File: src/rtl/decode_stage_pkg.sv
// Shared types for the RV32I decode stage: op encodings, opcode
// literals, the decoded-field bundle and the skid-buffer state.
package decode_stage_pkg;

    // Op encodings. Every base RV32I instruction has its own value;
    // ILLEGAL sits at the top of the 6-bit space.
    typedef enum logic [5:0] {
        OP_ADD, OP_SUB, OP_SLL, OP_SLT, OP_SLTU, OP_XOR,
        OP_SRL, OP_SRA, OP_OR, OP_AND,
        OP_ADDI, OP_SLTI, OP_SLTIU, OP_XORI, OP_ORI, OP_ANDI,
        OP_SLLI, OP_SRLI, OP_SRAI,
        OP_LB, OP_LH, OP_LW, OP_LBU, OP_LHU,
        OP_SB, OP_SH, OP_SW,
        OP_BEQ, OP_BNE, OP_BLT, OP_BGE, OP_BLTU, OP_BGEU,
        OP_LUI, OP_AUIPC, OP_JAL, OP_JALR,
        OP_FENCE, OP_ECALL, OP_EBREAK,
        OP_ILLEGAL = 6'h3f
    } op_e;

    localparam logic [6:0] OPC_LUI    = 7'b0110111;
    localparam logic [6:0] OPC_AUIPC  = 7'b0010111;
    localparam logic [6:0] OPC_JAL    = 7'b1101111;
    localparam logic [6:0] OPC_JALR   = 7'b1100111;
    localparam logic [6:0] OPC_BRANCH = 7'b1100011;
    localparam logic [6:0] OPC_LOAD   = 7'b0000011;
    localparam logic [6:0] OPC_STORE  = 7'b0100011;
    localparam logic [6:0] OPC_OPIMM  = 7'b0010011;
    localparam logic [6:0] OPC_OP     = 7'b0110011;
    localparam logic [6:0] OPC_MISC   = 7'b0001111;
    localparam logic [6:0] OPC_SYSTEM = 7'b1110011;

    localparam logic [6:0] F7_ZERO = 7'b0000000;
    localparam logic [6:0] F7_ALT  = 7'b0100000;

    // Decoded fields; imm is the 32-bit form, widened to XLEN at output.
    typedef struct packed {
        op_e         op;
        logic        rs1_v;
        logic        rs2_v;
        logic        rd_v;
        logic        imm_v;
        logic        ls;
        logic        ill;
        logic [4:0]  rs1;
        logic [4:0]  rs2;
        logic [4:0]  rd;
        logic [31:0] imm;
    } dec_t;

    typedef enum logic [1:0] {
        ST_EMPTY,
        ST_ONE,
        ST_FULL
    } state_e;

endpackage

File: src/rtl/decode_stage_if.sv
// Fetch-side and issue-side handshake bundle of the decode stage.
// master: fetch/issue environment; slave: the decode stage itself.
interface decode_stage_if #(
    parameter int XLEN = 32,
    parameter int PC_W = 32,
    parameter int OP_W = 6
);
    logic            in_valid;
    logic            in_ready;
    logic [31:0]     in_instr;
    logic [PC_W-1:0] in_pc;
    logic            out_valid;
    logic            out_ready;
    logic [PC_W-1:0] out_pc;
    logic [OP_W-1:0] out_op;
    logic            out_rs1_v;
    logic            out_rs2_v;
    logic [4:0]      out_rs1;
    logic [4:0]      out_rs2;
    logic            out_rd_v;
    logic [4:0]      out_rd;
    logic            out_imm_v;
    logic [XLEN-1:0] out_imm;
    logic            out_load_store;
    logic            out_illegal;

    modport master (
        output in_valid, in_instr, in_pc, out_ready,
        input  in_ready, out_valid, out_pc, out_op,
        input  out_rs1_v, out_rs2_v, out_rs1, out_rs2,
        input  out_rd_v, out_rd, out_imm_v, out_imm,
        input  out_load_store, out_illegal
    );

    modport slave (
        input  in_valid, in_instr, in_pc, out_ready,
        output in_ready, out_valid, out_pc, out_op,
        output out_rs1_v, out_rs2_v, out_rs1, out_rs2,
        output out_rd_v, out_rd, out_imm_v, out_imm,
        output out_load_store, out_illegal
    );
endinterface

File: src/rtl/rv32i_decode_comb.sv
// Combinational RV32I decoder: instruction word -> decoded fields.
// Ports: instr (32-bit word in), dec (dec_t bundle out).
module rv32i_decode_comb
    import decode_stage_pkg::*;
(
    input  logic [31:0] instr,
    output dec_t        dec
);
    logic [6:0]  opc;
    logic [6:0]  f7;
    logic [2:0]  f3;
    logic [4:0]  rd;
    logic [4:0]  rs1;
    logic [4:0]  rs2;
    logic [31:0] imm_i;
    logic [31:0] imm_s;
    logic [31:0] imm_b;
    logic [31:0] imm_u;
    logic [31:0] imm_j;
    op_e         op;

    assign opc = instr[6:0];
    assign rd  = instr[11:7];
    assign f3  = instr[14:12];
    assign rs1 = instr[19:15];
    assign rs2 = instr[24:20];
    assign f7  = instr[31:25];

    assign imm_i = {{20{instr[31]}}, instr[31:20]};
    assign imm_s = {{20{instr[31]}}, instr[31:25], instr[11:7]};
    assign imm_b = {{19{instr[31]}}, instr[31], instr[7],
                    instr[30:25], instr[11:8], 1'b0};
    assign imm_u = {instr[31:12], 12'h000};
    assign imm_j = {{11{instr[31]}}, instr[31], instr[19:12],
                    instr[20], instr[30:21], 1'b0};

    // Op selection; anything not matched stays ILLEGAL.
    always_comb begin
        op = OP_ILLEGAL;
        case (opc)
            OPC_LUI:   op = OP_LUI;
            OPC_AUIPC: op = OP_AUIPC;
            OPC_JAL:   op = OP_JAL;
            OPC_JALR:  if (f3 == 3'b000) op = OP_JALR;
            OPC_BRANCH: begin
                case (f3)
                    3'b000:  op = OP_BEQ;
                    3'b001:  op = OP_BNE;
                    3'b100:  op = OP_BLT;
                    3'b101:  op = OP_BGE;
                    3'b110:  op = OP_BLTU;
                    3'b111:  op = OP_BGEU;
                    default: op = OP_ILLEGAL;
                endcase
            end
            OPC_LOAD: begin
                case (f3)
                    3'b000:  op = OP_LB;
                    3'b001:  op = OP_LH;
                    3'b010:  op = OP_LW;
                    3'b100:  op = OP_LBU;
                    3'b101:  op = OP_LHU;
                    default: op = OP_ILLEGAL;
                endcase
            end
            OPC_STORE: begin
                case (f3)
                    3'b000:  op = OP_SB;
                    3'b001:  op = OP_SH;
                    3'b010:  op = OP_SW;
                    default: op = OP_ILLEGAL;
                endcase
            end
            OPC_OPIMM: begin
                case (f3)
                    3'b000: op = OP_ADDI;
                    3'b010: op = OP_SLTI;
                    3'b011: op = OP_SLTIU;
                    3'b100: op = OP_XORI;
                    3'b110: op = OP_ORI;
                    3'b111: op = OP_ANDI;
                    3'b001: if (f7 == F7_ZERO) op = OP_SLLI;
                    default: begin
                        if (f7 == F7_ZERO)
                            op = OP_SRLI;
                        else if (f7 == F7_ALT)
                            op = OP_SRAI;
                    end
                endcase
            end
            OPC_OP: begin
                if (f7 == F7_ZERO) begin
                    case (f3)
                        3'b000:  op = OP_ADD;
                        3'b001:  op = OP_SLL;
                        3'b010:  op = OP_SLT;
                        3'b011:  op = OP_SLTU;
                        3'b100:  op = OP_XOR;
                        3'b101:  op = OP_SRL;
                        3'b110:  op = OP_OR;
                        default: op = OP_AND;
                    endcase
                end else if (f7 == F7_ALT) begin
                    case (f3)
                        3'b000:  op = OP_SUB;
                        3'b101:  op = OP_SRA;
                        default: op = OP_ILLEGAL;
                    endcase
                end
            end
            OPC_MISC: if (f3 == 3'b000) op = OP_FENCE;
            OPC_SYSTEM: begin
                if (rs1 == 5'd0 && rd == 5'd0 && f3 == 3'b000) begin
                    if (instr[31:20] == 12'h000)
                        op = OP_ECALL;
                    else if (instr[31:20] == 12'h001)
                        op = OP_EBREAK;
                end
            end
            default: op = OP_ILLEGAL;
        endcase
    end

    // Operand flags by format; an illegal word keeps everything zero.
    always_comb begin
        dec    = '0;
        dec.op = op;
        if (op == OP_ILLEGAL) begin
            dec.ill = 1'b1;
        end else begin
            case (opc)
                OPC_LUI, OPC_AUIPC: begin
                    dec.rd_v  = 1'b1;
                    dec.imm_v = 1'b1;
                    dec.imm   = imm_u;
                end
                OPC_JAL: begin
                    dec.rd_v  = 1'b1;
                    dec.imm_v = 1'b1;
                    dec.imm   = imm_j;
                end
                OPC_JALR: begin
                    dec.rs1_v = 1'b1;
                    dec.rd_v  = 1'b1;
                    dec.imm_v = 1'b1;
                    dec.imm   = imm_i;
                end
                OPC_BRANCH: begin
                    dec.rs1_v = 1'b1;
                    dec.rs2_v = 1'b1;
                    dec.imm_v = 1'b1;
                    dec.imm   = imm_b;
                end
                OPC_LOAD: begin
                    dec.rs1_v = 1'b1;
                    dec.rd_v  = 1'b1;
                    dec.imm_v = 1'b1;
                    dec.ls    = 1'b1;
                    dec.imm   = imm_i;
                end
                OPC_STORE: begin
                    dec.rs1_v = 1'b1;
                    dec.rs2_v = 1'b1;
                    dec.imm_v = 1'b1;
                    dec.ls    = 1'b1;
                    dec.imm   = imm_s;
                end
                OPC_OPIMM: begin
                    dec.rs1_v = 1'b1;
                    dec.rd_v  = 1'b1;
                    dec.imm_v = 1'b1;
                    // Shifts carry a zero-extended shamt, not imm_i.
                    if (f3 == 3'b001 || f3 == 3'b101)
                        dec.imm = {27'd0, rs2};
                    else
                        dec.imm = imm_i;
                end
                OPC_OP: begin
                    dec.rs1_v = 1'b1;
                    dec.rs2_v = 1'b1;
                    dec.rd_v  = 1'b1;
                end
                default: ;
            endcase
            // Writes to x0 are architecturally dropped.
            if (rd == 5'd0)
                dec.rd_v = 1'b0;
            dec.rs1 = dec.rs1_v ? rs1 : 5'd0;
            dec.rs2 = dec.rs2_v ? rs2 : 5'd0;
            dec.rd  = dec.rd_v ? rd : 5'd0;
        end
    end
endmodule

File: src/rtl/decode_stage.sv
// Registered RV32I decode stage with a two-entry skid buffer.
// Ports: clk, rst (sync, active high), flush, bus (slave handshake).
module decode_stage
    import decode_stage_pkg::*;
#(
    parameter int XLEN = 32,
    parameter int PC_W = 32,
    parameter int OP_W = 6
) (
    input  logic           clk,
    input  logic           rst,
    input  logic           flush,
    decode_stage_if.slave  bus
);
    state_e          state_q;
    state_e          state_d;
    dec_t            in_dec;
    dec_t            main_q;
    dec_t            skid_q;
    logic [PC_W-1:0] main_pc_q;
    logic [PC_W-1:0] skid_pc_q;
    logic            acc;
    logic            con;
    logic            load_main;
    logic            load_skid;
    logic            promote;

    rv32i_decode_comb u_dec (
        .instr (bus.in_instr),
        .dec   (in_dec)
    );

    // Ready comes from registered state only, never from out_ready.
    assign bus.in_ready  = !rst && (state_q != ST_FULL);
    assign bus.out_valid = (state_q != ST_EMPTY);
    assign acc = bus.in_valid && bus.in_ready;
    assign con = bus.out_valid && bus.out_ready;

    always_comb begin
        state_d   = state_q;
        load_main = 1'b0;
        load_skid = 1'b0;
        promote   = 1'b0;
        case (state_q)
            ST_EMPTY: begin
                if (acc) begin
                    state_d   = ST_ONE;
                    load_main = 1'b1;
                end
            end
            ST_ONE: begin
                if (acc && !con) begin
                    state_d   = ST_FULL;
                    load_skid = 1'b1;
                end else if (acc && con) begin
                    load_main = 1'b1;
                end else if (con) begin
                    state_d = ST_EMPTY;
                end
            end
            ST_FULL: begin
                if (con) begin
                    state_d = ST_ONE;
                    promote = 1'b1;
                end
            end
            default: state_d = ST_EMPTY;
        endcase
        // A redirect drops everything, including a same-cycle accept.
        if (flush) begin
            state_d   = ST_EMPTY;
            load_main = 1'b0;
            load_skid = 1'b0;
            promote   = 1'b0;
        end
    end

    always_ff @(posedge clk) begin
        if (rst) begin
            state_q   <= ST_EMPTY;
            main_q    <= '0;
            skid_q    <= '0;
            main_pc_q <= '0;
            skid_pc_q <= '0;
        end else begin
            state_q <= state_d;
            if (load_main) begin
                main_q    <= in_dec;
                main_pc_q <= bus.in_pc;
            end else if (promote) begin
                main_q    <= skid_q;
                main_pc_q <= skid_pc_q;
            end
            if (load_skid) begin
                skid_q    <= in_dec;
                skid_pc_q <= bus.in_pc;
            end
        end
    end

    assign bus.out_pc         = main_pc_q;
    assign bus.out_op         = OP_W'(main_q.op);
    assign bus.out_rs1_v      = main_q.rs1_v;
    assign bus.out_rs2_v      = main_q.rs2_v;
    assign bus.out_rs1        = main_q.rs1;
    assign bus.out_rs2        = main_q.rs2;
    assign bus.out_rd_v       = main_q.rd_v;
    assign bus.out_rd         = main_q.rd;
    assign bus.out_imm_v      = main_q.imm_v;
    assign bus.out_imm        = XLEN'($signed(main_q.imm));
    assign bus.out_load_store = main_q.ls;
    assign bus.out_illegal    = main_q.ill;
endmodule

File: src/flat_wrapper.sv
// flat-port wrapper written by rule: the top's interface ports become plain ports
module decode_stage_flat import decode_stage_pkg::*;
#(
    parameter int XLEN = 32,
    parameter int PC_W = 32,
    parameter int OP_W = 6
)
  (clk, rst, flush, bus_in_valid, bus_in_instr, bus_in_pc, bus_out_ready, bus_in_ready, bus_out_valid, bus_out_pc, bus_out_op, bus_out_rs1_v, bus_out_rs2_v, bus_out_rs1, bus_out_rs2, bus_out_rd_v, bus_out_rd, bus_out_imm_v, bus_out_imm, bus_out_load_store, bus_out_illegal);
  decode_stage_if #(.XLEN(XLEN), .PC_W(PC_W), .OP_W(OP_W)) bus_i ();
  input  logic clk;
  input  logic rst;
  input  logic flush;
  input wire logic [$bits(bus_i.in_valid)-1:0] bus_in_valid;
  input wire logic [$bits(bus_i.in_instr)-1:0] bus_in_instr;
  input wire logic [$bits(bus_i.in_pc)-1:0] bus_in_pc;
  input wire logic [$bits(bus_i.out_ready)-1:0] bus_out_ready;
  output wire logic [$bits(bus_i.in_ready)-1:0] bus_in_ready;
  output wire logic [$bits(bus_i.out_valid)-1:0] bus_out_valid;
  output wire logic [$bits(bus_i.out_pc)-1:0] bus_out_pc;
  output wire logic [$bits(bus_i.out_op)-1:0] bus_out_op;
  output wire logic [$bits(bus_i.out_rs1_v)-1:0] bus_out_rs1_v;
  output wire logic [$bits(bus_i.out_rs2_v)-1:0] bus_out_rs2_v;
  output wire logic [$bits(bus_i.out_rs1)-1:0] bus_out_rs1;
  output wire logic [$bits(bus_i.out_rs2)-1:0] bus_out_rs2;
  output wire logic [$bits(bus_i.out_rd_v)-1:0] bus_out_rd_v;
  output wire logic [$bits(bus_i.out_rd)-1:0] bus_out_rd;
  output wire logic [$bits(bus_i.out_imm_v)-1:0] bus_out_imm_v;
  output wire logic [$bits(bus_i.out_imm)-1:0] bus_out_imm;
  output wire logic [$bits(bus_i.out_load_store)-1:0] bus_out_load_store;
  output wire logic [$bits(bus_i.out_illegal)-1:0] bus_out_illegal;
  assign bus_i.in_valid = bus_in_valid;
  assign bus_i.in_instr = bus_in_instr;
  assign bus_i.in_pc = bus_in_pc;
  assign bus_i.out_ready = bus_out_ready;
  assign bus_in_ready = bus_i.in_ready;
  assign bus_out_valid = bus_i.out_valid;
  assign bus_out_pc = bus_i.out_pc;
  assign bus_out_op = bus_i.out_op;
  assign bus_out_rs1_v = bus_i.out_rs1_v;
  assign bus_out_rs2_v = bus_i.out_rs2_v;
  assign bus_out_rs1 = bus_i.out_rs1;
  assign bus_out_rs2 = bus_i.out_rs2;
  assign bus_out_rd_v = bus_i.out_rd_v;
  assign bus_out_rd = bus_i.out_rd;
  assign bus_out_imm_v = bus_i.out_imm_v;
  assign bus_out_imm = bus_i.out_imm;
  assign bus_out_load_store = bus_i.out_load_store;
  assign bus_out_illegal = bus_i.out_illegal;
  decode_stage #(.XLEN(XLEN), .PC_W(PC_W), .OP_W(OP_W)) u_core (.clk(clk), .rst(rst), .flush(flush), .bus(bus_i));
endmodule
File: config.mk
export PLATFORM = sky130hd
export DESIGN_NAME = decode_stage_flat
export DESIGN_NICKNAME = d
export VERILOG_FILES = /design/src/rtl/decode_stage_pkg.sv /design/src/rtl/decode_stage_if.sv /design/src/rtl/rv32i_decode_comb.sv /design/src/rtl/decode_stage.sv /design/src/flat_wrapper.sv
export SDC_FILE = /design/constraint.sdc
export NUM_CORES = 1
export LEC_CHECK = 0
export ABC_AREA = 0
export CORE_AREA = 2 2 194 101
export CTS_CLUSTER_SIZE = 8
export DETAILED_ROUTE_END_ITERATION = 7
export DIE_AREA = 0 0 196 103
export GPL_TIMING_DRIVEN = 0
export PLACE_DENSITY = 0.81
export SLEW_MARGIN = 20
export SYNTH_ARGS = -nofsm -noshare
export SYNTH_HDL_FRONTEND = slang
export SYNTH_SLANG_ARGS = --single-unit
export TNS_END_PERCENT = 50
File: constraint.sdc
create_clock -name clk -period 2.8 [get_ports clk]
set_clock_uncertainty 0.15 [all_clocks]
set_input_delay 0.56 -clock clk [delete_from_list [all_inputs] [get_ports clk]]
set_output_delay 0.56 -clock clk [all_outputs]
set_load 0.01 [all_outputs]
=== Word level (Yosys, flattened, before mapping) ===
Cells that the tools add are included.

* Output and inout bits: 93
* Flip-flop bits (word level): 184
* Word-level logic and storage cells: 135
* Input port bits: 69

* Equal/unequal tests: 28
* Mux-type cells: 55
* Reductions and logical operators: 27

{| class="wikitable"
|+ Operators with widths
! operator !! number
|-
| 32-bit case mux with 6 select lines || 1
|-
| 59-bit two-way mux || 2
|-
| 32-bit two-way mux || 3
|-
| 6-bit case mux with 11 select lines || 1
|-
| 47-bit two-way mux || 1
|-
| 5-bit two-way mux || 9
|-
| 6-bit case mux with 7 select lines || 1
|-
| 6-bit case mux with 6 select lines || 1
|-
| 6-bit two-way mux || 5
|-
| 6-bit case mux with 5 select lines || 1
|-
| 7-bit by 6-bit == test with 1-bit output (second input constant) || 4
|-
| 7-bit == test (second input constant) || 4
|-
| 4-bit case mux with 7 select lines || 1
|-
| 1-bit two-way mux || 20
|-
| 6-bit case mux with 3 select lines || 1
|-
| 7-bit by 5-bit == test with 1-bit output (second input constant) || 2
|-
| 12-bit by 1-bit == test with 1-bit output (second input constant) || 1
|-
| 3-bit == test (second input constant) || 4
|-
| 12-bit logical NOT || 1
|-
| 6-bit case mux with 2 select lines || 1
|-
| 5-bit logical NOT || 2
|-
| 2-bit two-way mux || 5
|-
| 2-bit OR reduction || 4
|-
| 8-bit OR reduction || 1
|-
| 24 further kinds || 34
|}

=== Depth between registers and ports, before layout ===
Gate-level depths: netlist of run 1.

* Depth after elaboration: 10
* Depth in mapped cells: 11
* Depth with buffers taken out: 7

=== Hierarchy ===
From an unflattened synthesis of run 1, not the netlist that was laid out.

* Cells, all modules: 1228
* Area, all modules: 9808.2 sq um

{| class="wikitable"
|+ By module, submodules not included
! module !! area each (sq um) !! seq. area each (sq um) !! times used !! cells each
|-
| decode_stage || 8209.1 || 3683.5 || 1 || 952
|-
| rv32i_decode_comb || 1599.0 || 0.0 || 1 || 276
|}

=== Worst setup path before layout of run 1 ===
No wires, ideal clock.

* Path kind: in2reg
* Start: in bus_in_instr[2]
* End: reg u_core.main_q (netlist bit u_core.bus.out_imm[18])
* Buffers on the path: 3
* Data required time: 2.510 ns
* Cell stages on the path: 10
* Slack: 0.167 ns
* Data arrival time: 2.344 ns
* Setup time: 0.140 ns
* Path through: buf_2 nand4bb_1 or2_2 nor3_1 a2111oi_2 and2_1 buf_6 o21ai_4 buf_6 o22ai_1

* Word-level cells in the longest chain between the ends: 5
* Elaborated cells on any way between the ends: 18
* Those cells by class: 12 x eq/ne; 4 x mux; 2 x reduce/logical

{| class="wikitable"
|+ Ends and longest elaborated chain
! item !! RTL line !! source
|-
| start, declared || flat_wrapper.sv:14 || <nowiki>input wire logic [$bits(bus_i.in_instr)-1:0] bus_in_instr;</nowiki>
|-
| 7-bit == test, or another cell as far along || rv32i_decode_comb.sv:40 || <nowiki>case (opc)</nowiki>
|-
| 6-bit case mux with 11 select lines, or another cell as far along || rv32i_decode_comb.sv:40 ||
|-
| 6-bit == test / 32-bit case mux with 6 select lines (equally long branches) || rv32i_decode_comb.sv:128, rv32i_decode_comb.sv:131 ||
|-
| 47-bit two-way mux * || rv32i_decode_comb.sv:128 || <nowiki>if (op == OP_ILLEGAL) begin</nowiki>
|-
| 59-bit two-way mux * || decode_stage.sv:87 || <nowiki>if (load_main) begin</nowiki>
|-
| end signal, assigned || decode_stage.sv:88 || <nowiki>main_q <= in_dec;</nowiki>
|-
| end signal, assigned || decode_stage.sv:91 || <nowiki>main_q <= skid_q;</nowiki>
|-
| end, declared || decode_stage.sv:18 || <nowiki>dec_t main_q;</nowiki>
|}

Mark *: on every way between the ends. The rest lies on a longest branch, timed or not.
A chain may end at the register's enable or synchronous reset.

=== Final worst setup path of run 1 ===
* Start: in bus_in_instr[22]
* End: reg u_core.skid_q[6] in the netlist's numbering

* Word-level cells in the longest chain between the ends: 7
* Elaborated cells on any way between the ends: 8
* Those cells by class: 2 x eq/ne; 5 x mux; 1 x reduce/logical

{| class="wikitable"
|+ Ends and longest elaborated chain
! item !! RTL line !! source
|-
| 12-bit by 1-bit == test with 1-bit output || rv32i_decode_comb.sv:116 || <nowiki>else if (instr[31:20] == 12'h001)</nowiki>
|-
| 5-bit two-way mux || rv32i_decode_comb.sv:116 ||
|-
| 5-bit two-way mux * || rv32i_decode_comb.sv:114 || <nowiki>if (instr[31:20] == 12'h000)</nowiki>
|-
| 5-bit two-way mux * || rv32i_decode_comb.sv:113 || <nowiki>if (rs1 == 5'd0 && rd == 5'd0 && f3 == 3'b000) begin</nowiki>
|-
| 6-bit case mux with 11 select lines * || rv32i_decode_comb.sv:40 ||
|-
| 6-bit == test * || rv32i_decode_comb.sv:128 ||
|-
| 47-bit two-way mux * || rv32i_decode_comb.sv:128 ||
|-
| end signal, assigned || decode_stage.sv:95 || <nowiki>skid_q <= in_dec;</nowiki>
|-
| end, declared || decode_stage.sv:19 || <nowiki>dec_t skid_q;</nowiki>
|}

Marked as above.

==> results.md, run 1 <==
- The run finished with clean final reports.
- Synthesis produced a netlist with a net count of roughly 1.0k.
- The slowest cell on the critical path is sky130_fd_sc_hd__or4_4.
- The fraction of layout instances using a drive strength above 1 is 0.1405.
- Clock-pin slew was measured on the worst setup and hold paths at about 0.07 ns.
- The post-detailed-route count of antenna-violating nets is 0.
- The clock root buffer is sky130_fd_sc_hd__clkbuf_16.
- For this design the static power due to leakage is slightly above 4 nW.
- Setup violations remaining at the end of the flow were counted as 0.
- Based on the critical path, the design can be clocked at up to about 360 MHz.
- The final layout net count is around 1.2k.
- The data arrival at the endpoint of the critical path is a little over 3 ns.
- The count of port buffers added during placement is about 160.
- The overall die area is 20,190 sq um.
- The number of detailed-route iterations in the first pass is 6.
- The number of sinks driven by the clock tree is 184.
- The area of the core region is between 15,000 and 20,000 sq um.
- The worst relative slew slack is 0.4049.
- The number of antenna diodes in the final layout is 0.
- The critical path capture point type is a flip-flop.
- After synthesis, the share of flip-flops with an asynchronous set or reset is 0.
- The count of flip-flops with a built-in enable after synthesis is 0.
- Counting flops and latches in the post-synthesis netlist gives 184.
- By area the synthesized netlist is led by sky130_fd_sc_hd__dfxtp_1 (44%), sky130_fd_sc_hd__nand2_1 (10%), sky130_fd_sc_hd__a21oi_1 (5.5%).
- The final critical delay including setup and external delays is approximately 2.8 ns.
- The number of DRC markers in iteration 0 is ~940.
- The routability-driven placement congestion ratio is ~0.98.
- Relative to the synthesized area, the layout overhead comes to 36.40%.
- The critical path's largest stage delay is approximately 0.55 ns.
- The signal on the critical path passes through dlygate4sd2_1, or4_4, nor3_1, nand4_1, a21oi_2, buf_4, nand4bb_4, buf_12, a21oi_4, a22o_1.
- The cell area that synthesis handed to floorplanning was 8304 sq um.
- The row count is 36.
- The warning count from the yosys run is 0.
- The cell type with the highest aggregate area in the netlist is sky130_fd_sc_hd__dfxtp_1.
- The data required time at the worst endpoint is 3.02 ns.
- The number of unique standard cell types used by synthesis is 71.
- The source-to-sink clock delay at the later pin of the worst-skew pair is 0.44 ns.
- The number of ports placed on the die boundary is 162.
- The final max-slew violation count is 0.
- A synthesized cell averages ~8.5 sq um.
- For this run, the total global-route usage over all layers was measured as 0.2913.
- Dividing the detail-routed via count by the number of cells gives about 6.1.
- The cell area power density is 512.4 nW/um^2.
- The worst hold path belongs to the class flip-flop to flip-flop.
- The final worst slack is about 0.0074 ns.
- In this run the horizontal extent of the chip is 196 um.
- In the finished design, the share of the clock period the worst path needs comes to 0.9974.
- Before CTS, the worst setup slack after placement is -0.9803 ns.
- The wire length of the first global-routing pass is approximately 45,000 um.
- Overall power consumption after layout is estimated at 5.804 mW.
- After detailed routing, the average wire length per cell comes to slightly above 20 um.
- The worst setup path is of the primary input to flip-flop kind.
- The final wirelength is between 20,000 and 30,000 um.
- Once layout is done, the placed cells without fillers occupy ~11,000 sq um.
- Max-cap violations in this run came to 0.
- The worst hold path passes through 2 cells.
- The deepest clock path buffer count is 2.
- The synthesized instance count is about 1,000.
- The detailed-route via count is slightly below 9k.
- The share of the Yosys chip area taken by registers is 0.4436.
- The deepest level of the CTS H-tree is 4.
- The worst-margin pin slew is between 0.8 and 0.9 ns.
- Measured in cells, the most critical reg-to-reg path has a length of 7.
- The maximum net fanout on the critical path is 6.
- Setup repair after global routing could not meet its margin everywhere.
- For this configuration, the core starts out at a cell density of 0.4432.
- At the end of the flow the core is filled with cells to 0.6045.
- Counting the buffers created by CTS gives 17.
- Once placement finished, the instance area stood at 10,180 sq um.
- The number of DRC violations after detailed routing is 0.
- The via count of the first global-routing pass was a little under 8k.
- The number of antenna violations at the first check in global routing is 0.
- The kind of start point of the critical path is a primary input.
- The TritonCTS clock tree is yes.
- The worst-case IR drop observed on VDD is roughly 0.00047 V.
- The area share of the largest cell type after synthesis is 0.4436.
- Among all flip-flop cells after synthesis, the most frequent one is sky130_fd_sc_hd__dfxtp_1.
- The height of the chip is 103 um.
- The total global routing overflow is 0.
- The final hold violation count is 0.
- The largest net degree at the start of global routing is 20.
- The HPWL after detailed placement is about 22,000 um.
## stage by stage
step / hold slack [ns] / cells / setup TNS, ns
4_1_cts: 0.3053 / 1429 / 0
2_1_floorplan: 0.2744 / 979 / 0
5_1_grt: 0.3035 / 1436 / -0.1635
6_report: 0.3034 / 1436 / 0
3_3_place_gp: 0.2842 / 1383 / -123.32
3_5_place_dp: 0.2892 / 1383 / -119.54
## registers in the layout, summed over array words and instances, names as in the netlist, 2 cells and up
name / count
u_core.skid_q: 59
u_core.bus.out_imm: 32
u_core.bus.out_pc: 32
u_core.skid_pc_q: 32
u_core.bus.out_op: 6
u_core.bus.out_rd: 5
u_core.bus.out_rs1: 5
u_core.bus.out_rs2: 5
u_core.state_q: 2
## cells in the final DEF, fill, tap and decap left out, types with 18 or more instances in the layout
master | synthesis | layout
sky130_fd_sc_hd__a21oi_1 | 91 | 89
sky130_fd_sc_hd__clkdlybuf4s50_1 | 0 | 138
sky130_fd_sc_hd__buf_4 | 3 | 26
sky130_fd_sc_hd__clkbuf_1 | 64 | 52
sky130_fd_sc_hd__o22ai_1 | 22 | 22
sky130_fd_sc_hd__a311oi_1 | 34 | 34
sky130_fd_sc_hd__a41o_1 | 18 | 18
sky130_fd_sc_hd__nand2_1 | 230 | 228
sky130_fd_sc_hd__nor2_1 | 63 | 59
sky130_fd_sc_hd__mux2i_1 | 34 | 34
sky130_fd_sc_hd__dfxtp_1 | 184 | 184
sky130_fd_sc_hd__a22o_1 | 22 | 22
## metal layers
metal  wire length, um  part of all wire  GRT usage
met1             13510              0.45     0.4279
met3              3966              0.13    0.09781
met4               439             0.015    0.06177
met2             11960              0.40     0.4101
met5                 0                 0          0
## cell families (layout without fill, tap and decap cells)
group / Yosys count / after routing / synth area share
muxes: 35 / 35 / 0.04234
xor gates and xnor gates: 1 / 1 / 0.001055
AOI/OAI and AO/OA: 292 / 292 / 0.2607
buffers and inverters: 91 / 301 / 0.04836
and+or+nand+nor: 376 / 376 / 0.2040
DFF: 184 / 184 / 0.4436
## synth_stat cells, types with 8 or more instances
cell type / number
sky130_fd_sc_hd__nand3_1: 11
sky130_fd_sc_hd__nor2_1: 63
sky130_fd_sc_hd__o21ai_0: 16
sky130_fd_sc_hd__buf_2: 9
sky130_fd_sc_hd__o21ai_2: 10
sky130_fd_sc_hd__clkbuf_1: 64
sky130_fd_sc_hd__a22o_1: 22
sky130_fd_sc_hd__a21oi_1: 91
sky130_fd_sc_hd__dfxtp_1: 184
sky130_fd_sc_hd__o22ai_2: 13
sky130_fd_sc_hd__a211oi_1: 8
sky130_fd_sc_hd__nor3_1: 12
sky130_fd_sc_hd__o22ai_1: 22
sky130_fd_sc_hd__mux2i_1: 34
sky130_fd_sc_hd__a311oi_1: 34
sky130_fd_sc_hd__a41o_1: 18
sky130_fd_sc_hd__nand2_1: 230
## path summary, 6_finish.rpt
path	startpoint	end	slack, ns
setup / recovery	bus_in_instr[22]	u_core.skid_q[6]	0.007
hold / removal	u_core.skid_q[15]	u_core.skid_q[15]	0.30
setup reg to reg	u_core.state_q[1]	u_core.bus.out_op[3]	0.27
hold reg to reg	u_core.skid_q[15]	u_core.skid_q[15]	0.30
## cell type report
cell class	count	area (sq um)
multi-input combinational	704	4532
clock buffer	18	439.2
inverter	7	26.28
sequential	184	3684
timing repair buffer	180	1750
tap	247	309.0
fill	1522	7411
clock inverter	13	168.9
buffer	83	417.9
## power by group
group / internal [mW] / switching [mW] / total, mW / leakage (nW)
logic: 0.245 / 0.363 / 0.608 / 2.29
clock network: 1.44 / 1.09 / 2.52 / 0.298
registers: 2.65 / 0.0214 / 2.67 / 1.49
## repair_timing
action                     4_1_cts  5_1_grt
setup buffers                   16        7
setup endpoints to repair      144      134
gates resized for setup         61       47
pin swaps                       10       17
hold buffers                     0        0
## critical path, delay by kind of cell
kind                   cells  cell delay (ns)
AOI/OAI and AO/OA          3             0.68
buffers and inverters      3             0.67
and+or+nand+nor            4             1.08
Power figures use the tool's default switching activity.
==> run 2, diff against run 1 <==
- CTS_CLUSTER_DIAMETER: default -> 50
==> results of run 2 <==
Final layout, timing and power as in run 1 (identical DEF).
